<file path="config.mk">
export PLATFORM = sky130hd
export DESIGN_NAME = jtframe_ram_rq_rnd
export DESIGN_NICKNAME = d
export VERILOG_FILES = /design/src/rtl/jtframe_ram_rq_rnd.sv
export SDC_FILE = /design/constraint.sdc
export NUM_CORES = 1
export LEC_CHECK = 0
export ABC_AREA = 1
export CAP_MARGIN = 0
export CORE_MARGIN = 2
export CORE_UTILIZATION = 42
export CTS_CLUSTER_DIAMETER = 60
export DETAILED_ROUTE_END_ITERATION = 16
export DONT_BUFFER_PORTS = 1
export GPL_ROUTABILITY_DRIVEN = 0
export PLACE_DENSITY = 0.65
export SETUP_SLACK_MARGIN = 0.4
export SYNTH_ARGS = -nofsm -noshare
export SYNTH_HDL_FRONTEND = slang
export SYNTH_SLANG_ARGS = --single-unit
</file>
<file path="constraint.sdc">
create_clock -name clk -period 2.15 [get_ports clk]
set_clock_uncertainty 0.15 [all_clocks]
set_input_delay 0.215 -clock clk [delete_from_list [all_inputs] [get_ports clk]]
set_output_delay 0.215 -clock clk [all_outputs]
set_load 0.01 [all_outputs]
</file>
<file path="src/rtl/jtframe_ram_rq_rnd.sv">
// Single-slot SDRAM request generator with read-data return, plus a
// free-running 16-bit Fibonacci LFSR for pseudo-random delays and stimulus.
module jtframe_ram_rq_rnd #(
    parameter int AW = 22,
    parameter int DW = 16
) (
    input  logic          clk,
    input  logic          rst_n,
    input  logic [AW-1:0] addr,
    input  logic [AW-1:0] offset,
    input  logic          addr_ok,
    input  logic          wrin,
    input  logic [DW-1:0] wrdin,
    input  logic          we,
    input  logic [31:0]   din,
    input  logic          din_ok,
    output logic          req,
    output logic          req_rnw,
    output logic [AW-1:0] sdram_addr,
    output logic [DW-1:0] wrdata,
    output logic          data_ok,
    output logic [DW-1:0] dout,
    input  logic          adv,
    output logic [15:0]   lfsr
);

    localparam logic [15:0] LFSR_SEED = 16'hACE1;

    logic          last_cs;
    logic          pending;
    logic          cs_drop;
    logic [AW-1:0] last_addr;
    logic [DW-1:0] rd_word;
    logic          launch;
    logic          done;

    // A new request starts on a chip-select rising edge or on an address
    // change while selected, but only once the previous one has completed.
    assign launch = ~pending & addr_ok & (~last_cs | (addr != last_addr));
    assign done   = pending & we & din_ok;

    generate
        if (DW == 8) begin : g_byte
            assign rd_word = sdram_addr[0] ? din[15:8] : din[7:0];
        end else begin : g_word
            assign rd_word = din[DW-1:0];
        end
    endgenerate

    // NOTE: sequential state uses non-blocking assignments so every register
    // samples the pre-edge values regardless of statement order.
    always_ff @(posedge clk or negedge rst_n) begin
        if (!rst_n) begin
            last_cs    <= 1'b0;
            pending    <= 1'b0;
            cs_drop    <= 1'b0;
            last_addr  <= '0;
            req        <= 1'b0;
            req_rnw    <= 1'b1;
            sdram_addr <= '0;
            wrdata     <= '0;
            data_ok    <= 1'b0;
            dout       <= '0;
        end else begin
            last_cs <= addr_ok;
            if (launch) begin
                pending    <= 1'b1;
                cs_drop    <= 1'b0;
                req        <= 1'b1;
                req_rnw    <= ~wrin;
                last_addr  <= addr;
                sdram_addr <= addr + offset;
                wrdata     <= wrdin;
                data_ok    <= 1'b0;
            end else begin
                if (req && we) begin
                    req <= 1'b0;
                end
                // A deselect during the access suppresses data_ok even if the
                // client reselects the same address before completion.
                if (pending && !addr_ok) begin
                    cs_drop <= 1'b1;
                end
                if (done) begin
                    pending <= 1'b0;
                    if (req_rnw) begin
                        dout <= rd_word;
                    end
                    data_ok <= addr_ok & ~cs_drop & (addr == last_addr);
                end else if (!addr_ok) begin
                    data_ok <= 1'b0;
                end
            end
        end
    end

    always_ff @(posedge clk or negedge rst_n) begin
        if (!rst_n) begin
            lfsr <= LFSR_SEED;
        end else if (adv) begin
            lfsr <= {lfsr[14:0], lfsr[15] ^ lfsr[13] ^ lfsr[12] ^ lfsr[10]};
        end
    end

endmodule

</file>
==> results.yml <==
pwr:
  p_comb_frac: 0.315
  leakage_nw: 3.54
  internal_power_mw: 4.96
  p_sw_frac: 0.380
  switchingPower_mw: 3.04
  pwr-share-clk: 0.226
  powerDensity_mw_per_mm2: 1150
  ir_drop_uv: 649
  sequentialPowerShare: 0.459
cells_and_area:
  nFillCells: 1130
  area_growth_pct: 29.5
  nets: 902
  final_util: 0.554
  layout-drive-gt1-share: 0.115
  final_common_cell: "nand2_1"
  antennaDiodeCount: 0
  layout_common_cells: "280 x nand2_1, 89 x dfrtp_1, 69 x inv_1, 59 x dlygate4sd3_1, 31 x o21ai_0"
detailed_routing:
  ant_nets: 0
  drt-initial-drc-count: 379
  vias_per_cell: 5.18
  num_vias: 4960
  wl_um: 15700
  drt-pass1-iter-count: 6
  post_drt_wl_per_cell_um: 16.4
  post-route-drc-count: 0
synth:
  synth_area_mm2: 0.00536
  ys_ff_latch: 98
  syn_nets: 826
  synthDistinctLibCells: 31
  ys_seq_area_frac: 0.460
  yosys.area.top_type: "dfrtp_1"
  synth.avg_cell_area_um2: 7.60
  synth_edf_count: 0
  ys_warn_count: 0
  ys_top_cells_by_area: "dfrtp_1 42%, nand2_1 21%, ha_1 4.9%"
  netlist_instances: 705
  synth_ff_type: "dfrtp_1"
  synthArstFlopShare: 1.00
  synth.top_cell.area_share: 0.416
timing:
  hold_ws_ns: -0.592
  setup-violations-final: 0
  hold_viol: 98
  relSlewSlack: 0.679
  setup_tns_ns: 0
  worstMarginPinSlew_ns: 0.480
  drv_slew: 0
  rsz0062_at_grt: "true"
  fin_crit_sh: 0.928
  fmax_mhz: 501
  min_period_ns: 2.00
global_route:
  grt_use_total: 0.207
  grt_max_degree: 99
  grt.overflow.total: 0
  antenna_found_initial: 0
  first_global_vias: 4626
  grt_pass1_wl_um: 21900
die:
  die_w_um: 117
  core_area_mm2: 0.0125
  io_pins: 172
  dieArea_mm2: 0.0137
  rows: 41
  die_h_um: 117
  start_util: 0.428
critical_path:
  startpoint_type: "flip-flop"
  arrival_ns: 2.14
  path_max_fanout: 8
  cp_num_buf_inv: 2
  cp_top_family: "simple AND/OR/NAND/NOR gates"
  path_cells: "xor2_1, nor2_1, nand2_1, nor2_2, nand4_1, nand2_4, buf_6, clkbuf_16, nand4_1, nand2_1"
  cp_slowest_cell: "dfrtp_1"
  worst_path_largest_cell_delay_ns: 0.39
  critPathKind: "flip-flop to flip-flop"
  critPathCaptureType: "flip-flop"
  required_ns: 2.29
run_status:
  status: "finished with violations"
  violations: "hold timing"
clock_network:
  insertion_delay_ns: 0.35
  cts_max_level: 3
  cts.sinks: 98
  clk_pin_slew_worst_paths_ns: 0.07
  cts-buffers-inserted: 9
  clock_tree.root_cell: "clkbuf_16"
  cts_hold_buf: 59
  cts_tree: "done"
  clockBufferDepth: 2
worst_hold_path:
  hold_class: "primary input to asynchronous set/reset pin"
run:
  maxCapViolCount: 0
place:
  dp_hpwl_um: 9660
  port_buffers: 0
-- worst reg2reg max path: cells and delay by family, from the launching register on --
| kind | cells | cell delay [ns] |
|---|---|---|
| xor gates and xnor gates | 1 | 0.14 |
| and+or+nand+nor | 7 | 0.93 |
| DFF | 1 | 0.39 |
| buffers and inverters | 2 | 0.32 |
-- power by group through the flow --
stage                     Clock [mW]  Combinational, mW  Sequential [mW]
after floorplan                    0               1.53             3.42
after global placement             0               1.67             3.62
after detailed placement           0               1.75             3.65
after CTS                       1.84               1.92             3.63
after global routing            1.93               2.84             3.77
final                           1.80               2.52             3.67
-- layout make-up --
cell class,instances,area (um2),area share
multi-input combinational,515,2620,0.377
tap,172,215,0.0310
clock buffer,12,256,0.0370
clock inverter,4,73.8,0.0106
sequential,98,2460,0.355
inverter,71,283,0.0408
timing repair buffer,86,1020,0.148
-- metrics by stage --
stage	setup WS [ns]	instance area [um2]	instances	total power, mW	hold WS, ns
after floorplan	0.353	5360	705	4.95	-0.231
after global placement	0.122	5500	863	5.29	-0.227
after detailed placement	0.0986	5500	863	5.39	-0.227
after CTS	0.240	6490	939	7.38	-0.603
after global routing	0.0284	6930	958	8.54	-0.616
final	0.154	6930	958	8.00	-0.592
-- state kept, by name, summed over array words and instances, names as in the netlist --
signal and count:
last_addr 22, last_cs 1, dout 16, data_ok 1, pending 1, wrdata 16
lfsr 16, req_rnw 1, req 1, sdram_addr 22, cs_drop 1
-- routing by layer --
metal | track usage | up-vias | wire length (um)
li1 | - | 2389 | -
met1 | 0.253 | 2352 | 6440
met2 | 0.348 | 183 | 7750
met3 | 0.0556 | 36 | 1000
met4 | 0.0871 | 0 | 506
met5 | 0 | - | 0
-- cells in the mapped netlist, types with 2 or more instances --
| library cell | number |
|---|---|
| nand2_1 | 300 |
| dfrtp_1 | 89 |
| inv_1 | 69 |
| o21ai_0 | 50 |
| nor2_1 | 31 |
| a21oi_1 | 25 |
| nand3_1 | 22 |
| nand4_1 | 22 |
| ha_1 | 21 |
| xnor2_1 | 16 |
| dfstp_2 | 9 |
| buf_2 | 8 |
| clkbuf_1 | 5 |
| nand3b_1 | 5 |
| xor2_1 | 5 |
| nor3_1 | 4 |
| buf_4 | 3 |
| o21ai_1 | 3 |
| a31oi_1 | 2 |
| buf_6 | 2 |
| clkbuf_8 | 2 |
| o21a_1 | 2 |
| or2_2 | 2 |
-- worst paths after layout --
| path | from | to | slack, ns | depth (start not counted) |
|---|---|---|---|---|
| hold reg to reg | last_addr[10] | last_addr[10] | 0.35 | 2 |
| hold / removal | rst_n | lfsr[1] | -0.59 | 0 |
| setup / recovery | last_addr[9] | dout[3] | 0.15 | 10 |
| setup reg to reg | last_addr[9] | dout[3] | 0.15 | 10 |
| min in group clk | offset[21] | sdram_addr[21] | 0.03 | 4 |
| max in group asynchronous | rst_n | req_rnw | 2.24 | 0 |
-- cells by family (layout without fill, tap and decap cells) --
logic type / Yosys count / after routing / synth area share
buffers and inverters: 92 / 173 / 0.0780
adder cells (fa/ha/maj): 22 / 22 / 0.0528
AO/OA/AOI/OAI: 85 / 85 / 0.0822
XOR/XNOR: 21 / 21 / 0.0343
AND/OR/NAND/NOR: 387 / 387 / 0.293
flip-flops: 98 / 98 / 0.460
-- repair_timing --
| action | CTS | global route |
|---|---|---|
| cloned | 0 | 12 |
| endpoints found under the setup margin | 81 | 81 |
| setup buffers | 1 | 7 |
| endpoints found under the hold margin | 167 | 98 |
| pin swaps | 0 | 17 |
| gates resized for setup | 13 | 64 |
No activity file was read; power rests on OpenSTA's default activity.
